## config.mk

```make
export PLATFORM = sky130hd
export DESIGN_NAME = fifo_wr_arb
export DESIGN_NICKNAME = d
export VERILOG_FILES = /design/src/rtl/fifo_arb_pkg.sv /design/src/rtl/fifo_wr_arb_rr_pick.sv /design/src/rtl/fifo_wr_arb.sv
export SDC_FILE = /design/constraint.sdc
export NUM_CORES = 1
export LEC_CHECK = 0
export CAP_MARGIN = 20
export CORE_MARGIN = 2
export CORE_UTILIZATION = 31
export DETAILED_ROUTE_END_ITERATION = 8
export PLACE_DENSITY = 0.86
export SLEW_MARGIN = 40
export SYNTH_ARGS = -nofsm -noshare
export SYNTH_HDL_FRONTEND = slang
export SYNTH_HIERARCHICAL = 1
export SYNTH_SLANG_ARGS = --single-unit
```

## constraint.sdc

```tcl
create_clock -name clk_i -period 4.6 [get_ports clk_i]
set_input_delay 0.92 -clock clk_i [delete_from_list [all_inputs] [get_ports clk_i]]
set_output_delay 0.92 -clock clk_i [all_outputs]
set_load 0.02 [all_outputs]
```

## src/rtl/fifo_arb_pkg.sv

```systemverilog
// Shared types and sizing helpers for the FIFO write arbiter.
// Pure compile-time content: no logic, no latency.
package fifo_arb_pkg;

  typedef enum logic {
    IDLE  = 1'b0,
    BURST = 1'b1
  } arb_state_e;

  function automatic int clog2(input int n);
    int r;
    r = 0;
    for (int i = 0; i < 32; i++) begin
      if ((1 << r) < n) r++;
    end
    return r;
  endfunction

  // Index width for n requesters; never narrower than one bit.
  function automatic int src_w(input int n);
    return (clog2(n) < 1) ? 1 : clog2(n);
  endfunction

endpackage

```

## src/rtl/fifo_wr_arb_rr_pick.sv

```systemverilog
// Round-robin picker: first set request searching upward from last+1, wrapping.
// Purely combinational, zero latency; no backpressure of its own.
module rr_pick
  import fifo_arb_pkg::*;
#(
  parameter int N  = 4,
  parameter int IW = 2
) (
  input  logic [N-1:0]  req,
  input  logic [IW-1:0] last,
  output logic          vld,
  output logic [IW-1:0] idx
);

  // Scan from the farthest offset down so the nearest hit is written last and wins.
  always_comb begin
    vld = 1'b0;
    idx = '0;
    for (int i = N; i >= 1; i--) begin
      if (req[(int'(last) + i) % N]) begin
        vld = 1'b1;
        idx = IW'((int'(last) + i) % N);
      end
    end
  end

endmodule

```

## src/rtl/fifo_wr_arb.sv

```systemverilog
// Round-robin burst arbiter sharing one FIFO write port; grant one cycle after valid, 1-cycle bubble between bursts.
// Full FIFO drops ready and freezes the burst. FIFO_ARB_SRCID_EN prepends the owner index to fifo_din_o.
module fifo_wr_arb
  import fifo_arb_pkg::*;
#(
  parameter int NUM_REQ    = 4,
  parameter int DATA_WIDTH = 32,
  parameter int MAX_BURST  = 8
) (
  input  logic                          clk_i,
  input  logic                          resetz_i,
  input  logic [NUM_REQ-1:0]            req_valid_i,
  input  logic [NUM_REQ-1:0]            req_last_i,
  input  logic [NUM_REQ*DATA_WIDTH-1:0] req_data_i,
  output logic [NUM_REQ-1:0]            req_ready_o,
  input  logic                          fifo_full_i,
  output logic                          fifo_wr_o,
`ifdef FIFO_ARB_SRCID_EN
  output logic [DATA_WIDTH+src_w(NUM_REQ)-1:0] fifo_din_o,
`else
  output logic [DATA_WIDTH-1:0]         fifo_din_o,
`endif
  output logic [NUM_REQ-1:0]            grant_o,
  output logic                          busy_o
);

  localparam int SRC_W = src_w(NUM_REQ);
  localparam int CNT_W = clog2(MAX_BURST) + 1;
  localparam logic [CNT_W-1:0] CNT_MAX = CNT_W'(MAX_BURST - 1);

  arb_state_e           state_q, state_d;
  logic [SRC_W-1:0]     owner_q, owner_d;
  logic [SRC_W-1:0]     last_q, last_d;
  logic [CNT_W-1:0]     cnt_q, cnt_d;
  logic                 pick_vld;
  logic [SRC_W-1:0]     pick_idx;
  logic                 xfer;
  logic [DATA_WIDTH-1:0] owner_dat;

  rr_pick #(
    .N  (NUM_REQ),
    .IW (SRC_W)
  ) u_pick (
    .req  (req_valid_i),
    .last (last_q),
    .vld  (pick_vld),
    .idx  (pick_idx)
  );

  assign owner_dat = req_data_i[int'(owner_q)*DATA_WIDTH +: DATA_WIDTH];

  // last_q resets to the top index so requester 0 wins the first arbitration.
  always_ff @(posedge clk_i or negedge resetz_i) begin
    if (!resetz_i) begin
      state_q <= IDLE;
      owner_q <= '0;
      cnt_q   <= '0;
      last_q  <= SRC_W'(NUM_REQ - 1);
    end else begin
      state_q <= state_d;
      owner_q <= owner_d;
      cnt_q   <= cnt_d;
      last_q  <= last_d;
    end
  end

  always_comb begin
    state_d     = state_q;
    owner_d     = owner_q;
    cnt_d       = cnt_q;
    last_d      = last_q;
    req_ready_o = '0;
    grant_o     = '0;
    fifo_wr_o   = 1'b0;
    fifo_din_o  = '0;
    busy_o      = 1'b0;
    xfer        = 1'b0;
    case (state_q)
      IDLE: begin
        if (pick_vld) begin
          state_d = BURST;
          owner_d = pick_idx;
          cnt_d   = '0;
        end
      end
      BURST: begin
        busy_o               = 1'b1;
        grant_o[owner_q]     = 1'b1;
        req_ready_o[owner_q] = !fifo_full_i;
        xfer                 = req_valid_i[owner_q] && !fifo_full_i;
        if (xfer) begin
          fifo_wr_o = 1'b1;
`ifdef FIFO_ARB_SRCID_EN
          fifo_din_o = {owner_q, owner_dat};
`else
          fifo_din_o = owner_dat;
`endif
          cnt_d = cnt_q + 1'b1;
          // A burst cut at the cap re-arbitrates with no carried-over priority.
          if (req_last_i[owner_q] || cnt_q == CNT_MAX) begin
            state_d = IDLE;
            last_d  = owner_q;
          end
        end
      end
      default: state_d = IDLE;
    endcase
  end

endmodule

```

[After elaboration in Yosys (flattened, before gate mapping)]
Index checks and enable logic that the tools add are counted.
Operators by class
  $add $sub $neg: 5
  $lt $le $gt $ge: 6
  eq/ne operators: 3
  shift operators: 1
  muxes and demuxes: 40
  bitwise gates (word level): 6
  reduce and logical (&&, ||, !) cells: 11
Operator list (count)
  128-bit by 8-bit indexed part select with 32-bit output: 1
  32-bit 2-to-1 mux: 2
  1-bit 2-to-1 mux: 21
  3-bit by 4-bit < comparator with 1-bit output (second input constant): 4
  4-bit 2-to-1 mux: 4
  1-bit binary-select mux with 2-bit select: 6
  2-bit 2-to-1 mux: 4
  4-bit one-hot mux with 2 select lines: 1
  2-bit OR reduction: 4
  2-bit by 1-bit adder with 2-bit output (second input constant): 2
  2-bit adder (second input constant): 2
  4-bit by 1-bit adder with 4-bit output (second input constant): 1
  1-bit bitwise AND (first input constant): 4
  4-bit bitwise AND: 1
  4-bit by 3-bit equality test with 1-bit output (second input constant): 1
  2-bit AND reduction: 2
  2-bit by 3-bit < comparator with 1-bit output (second input constant): 1
  3-bit AND reduction: 1
  1-bit demux with 2-bit select: 1
  2-bit by 1-bit >= comparator with 1-bit output (second input constant): 1
  1-bit logical AND: 2
  2-bit by 1-bit != test with 1-bit output (second input constant): 1
  2-bit != test (second input constant): 1
  1-bit one-hot mux with 2 select lines: 1
  other kinds (3): 3
Word-level totals
  bits in registers: 9
  bits of input ports: 139
  output and inout port bits: 42
  word-level logic and storage cells: 76

[Depth between registers and ports, before layout]
  depth in word-level cells: 12
  mapped depth: 7
  depth with buffers taken out: 5

[Hierarchy]
The synthesis kept the hierarchy.
By module, submodules not included
  fifo_wr_arb: instances 1, cells an instance 126, area each 1541.5 um^2, sequential area each 227.7 um^2
  rr_pick: instances 1, cells an instance 14, area each 91.3 um^2, sequential area each 0.0 um^2

[Least setup slack after synthesis]
OpenSTA, ideal clock, no wires.
  path kind: input to output
  start point: input port fifo_full_i
  end point: output port fifo_din_o[28]
  data arrival time: 2046 ps
  required time: 3680 ps
  setup slack: 1634 ps
  cell stages on the path: 5
  path buffers: 2
  cells stage by stage: or3b_1 o32a_2 buf_6 buf_8 and2b_1
On the way
  word-level cells in the longest chain between the ends: 4
RTL lines
  from (decl): RTL line fifo_wr_arb.sv:16  | input logic fifo_full_i,
  1-bit zero test: RTL line fifo_wr_arb.sv:90  | xfer = req_valid_i[owner_q] && !fifo_full_i;
  1-bit logical AND: RTL line fifo_wr_arb.sv:90
  32-bit 2-to-1 mux: RTL line fifo_wr_arb.sv:91  | if (xfer) begin
  32-bit 2-to-1 mux: RTL line fifo_wr_arb.sv:78  | case (state_q)
  to (decl): RTL line fifo_wr_arb.sv:21  | output logic [DATA_WIDTH-1:0] fifo_din_o,
No other way between the ends.

[Final worst setup path]
  start point: input port fifo_full_i
  end point: output port fifo_din_o[27]
The elaborated chain is that of the path after synthesis.

==> impl_metrics.json <==
{
  "vias_per_cell": 5.04,
  "synth.area.top_cells": "mux4_2 (46%), dfrtp_1 (11%), nor2b_1 (7.7%)",
  "fin_setup_tns_ns": 0,
  "first_global_vias": 2055,
  "core_area_um2": 5110,
  "overflow": 0,
  "synth_cell_type_count": 35,
  "p_per_area_nw_per_um2": 436,
  "holdBufCountCts": 0,
  "critPathMaxFanout": 40,
  "grt_pass1_wl_mm": 11.2,
  "avgSynthCellArea_um2": 11.7,
  "place_area_um2": 3460,
  "yosysSeqAreaShare_pct": 13.9,
  "wire_per_inst_um": 18.8,
  "yosys.area.top_type": "mux4_2",
  "fp.dieH_um": 76.6,
  "slew_headroom_pct": 50.0,
  "row_count": 26,
  "worst_ep_arrival_time_ns": 3.27,
  "setup_viol": 0,
  "cts.clk_slew.worst_paths_ns": 0.04,
  "rsz0062_at_grt": "no",
  "hold_path_class": "register to register",
  "final_cell_area_um2": 3500,
  "areaGrowthSynthToFinish_pct": 114,
  "clk_latency_ns": 0.24,
  "place_congestion": 0.829,
  "dr.first_iter.drc_count": 47,
  "firstDrtPassIters": 4,
  "dieArea_um2": 5860,
  "status": "finished clean",
  "drt-total-wl_mm": 7.20,
  "startpoint_type": "primary input",
  "worst_pin_slew_ns": 0.750,
  "cts.path.max_buffers": 2,
  "worstPathRequired_ns": 3.68,
  "drc": 0,
  "fin_skew_ns": 0.00404,
  "max_freq_mhz": 239,
  "start_util_pct": 32.0,
  "drive_above_1_share_pct": 16.6,
  "yosysWarnings": 6,
  "synth-seq-cells": 9,
  "cap_violations": 0,
  "netlist_area_um2": 1630,
  "crit_path_end_kind": "primary output",
  "peakVddDrop_mv": 0.431,
  "period_needed_ns": 4.19,
  "hold_slack_ns": 0.519,
  "synth_top_cell_area_share_pct": 45.5,
  "post-route-period-util_pct": 91.1,
  "hold_violations": 0,
  "syn-num-nets": 280,
  "grt_max_degree": 41,
  "ios": 181,
  "slew_viol_final": 0,
  "grt.total_usage_pct": 24.5,
  "die_x_um": 76.6,
  "antenna_left": 0,
  "crit_type": "primary input to primary output",
  "synthCells": 140,
  "cts_buffers": 3,
  "numClockSinks": 9,
  "cts-root-buf": "clkbuf_8",
  "cts_tree": "done",
  "place_hpwl_mm": 6.09,
  "post_cts_resized": 0,
  "vias": 1932,
  "io_buffers": 180,
  "antenna_found_initial": 0,
  "leakagePower_nw": 1.29,
  "postCtsSetupBuffers": 0,
  "final_nets": 454,
  "antenna_cells": 0,
  "ctsHtreeMaxLevel": 1
}
-- worst paths after layout --
path	from	to	slack [ns]	cells past startpoint
min in group asynchronous	resetz_i	cnt_q[1]$_DFFE_PN0P_	0.99	1
worst min register to register	cnt_q[3]$_DFFE_PN0P_	cnt_q[3]$_DFFE_PN0P_	0.52	1
worst min-delay path	cnt_q[3]$_DFFE_PN0P_	cnt_q[3]$_DFFE_PN0P_	0.52	1
worst max-delay path	fifo_full_i	fifo_din_o[27]	0.41	5
worst max register to register	owner_q[0]$_DFFE_PN0P_	last_q[0]$_DFFE_PN1P_	2.17	4
max in group asynchronous	resetz_i	owner_q[0]$_DFFE_PN0P_	3.28	1
-- worst max-delay path: stages --
cell,delay (ns)
clkdlybuf4s50_1,0.49
or3b_1,0.43
o32a_2,0.48
nor2b_1,0.29
clkdlybuf4s50_1,0.65
-- placed cells by master, fill, tap and decap left out, drive strengths merged, types with 2 or more instances in the layout --
cell type / Yosys / final
a21oi: 3 / 3
a31oi: 2 / 2
and2b: 13 / 13
buf: 9 / 2
clkbuf: 4 / 4
clkdlybuf4s50: 0 / 180
dfrtp: 7 / 7
dfstp: 2 / 2
inv: 5 / 5
mux2: 4 / 4
mux2i: 3 / 3
mux4: 33 / 33
nand2: 2 / 2
nand2b: 4 / 4
nand3: 3 / 3
nor2: 9 / 9
nor2b: 20 / 20
nor3: 2 / 2
nor3b: 2 / 2
o21ai: 2 / 2
or3b: 2 / 2
-- per-layer routing --
layer | GRT usage [%] | wire length [µm] | share of wire [%]
met1 | 27.6 | 2600 | 36
met2 | 46.2 | 3950 | 55
met3 | 5.81 | 476 | 6.6
met4 | 5.82 | 172 | 2.4
met5 | 0 | 0 | 0
-- through the flow --
step	cells	power, mW	util, %	setup WS, ns
3_3_place_gp	379	1.42	67.7	0.441
6_report	383	1.53	68.6	0.409
5_1_grt	383	1.63	68.6	0.328
2_1_floorplan	140	1.00	-	1.63
4_1_cts	383	1.54	68.6	0.393
3_5_place_dp	379	1.44	67.7	0.397
-- cells by family after synthesis --
| family | after synthesis | share of synthesized area (%) |
|---|---|---|
| XOR/XNOR | 1 | 0.536 |
| flip-flops | 9 | 13.9 |
| AND/OR/NAND/NOR | 58 | 21.7 |
| buffers and inverters | 18 | 6.21 |
| multiplexers | 40 | 50.1 |
| AO/OA/AOI/OAI | 13 | 6.74 |
| adder cells (fa/ha/maj) | 1 | 0.766 |
-- flip-flops by register name, summed over array words and instances, names as in the netlist --
name / count
owner_q: 2
cnt_q: 4
state_q: 1
last_q: 2
-- cell type report --
| cell class | count | area (µm²) |
|---|---|---|
| Clock buffer | 4 | 45.0 |
| Sequential cell | 9 | 230 |
| Tap cell | 70 | 87.6 |
| Fill cell | 410 | 1610 |
| Inverter | 5 | 18.8 |
| Timing Repair Buffer | 182 | 1820 |
| Multi-Input combinational cell | 113 | 1300 |
-- synth_stat cells (all sizes together) --
cell type and count:
o22a 1, nand2 2, mux4 33, mux2i 3, nor3 2, or3b 2, o21ai 2, dfrtp 7
and2b 13, buf 9, ha 1, a31oi 2, dfstp 2, mux2 4, inv 5, nand2b 4
o31ai 1, nor2b 20, nand3 3, o211ai 1, nor3b 2, nor2 9, a22o 1, a21oi 3
clkbuf 4, xnor2 1, o32a 1, o221ai 1, nand3b 1
-- power breakdown --
| group | total (mW) | switching, mW | leakage (nW) | internal, mW |
|---|---|---|---|---|
| logic | 1.21 | 0.500 | 1.17 | 0.711 |
| registers | 0.221 | 0.0983 | 0.104 | 0.123 |
| clock network | 0.0943 | 0.0337 | 0.0228 | 0.0606 |
| total | 1.53 | 0.632 | 1.29 | 0.894 |
Power figures use the tool's default switching activity.
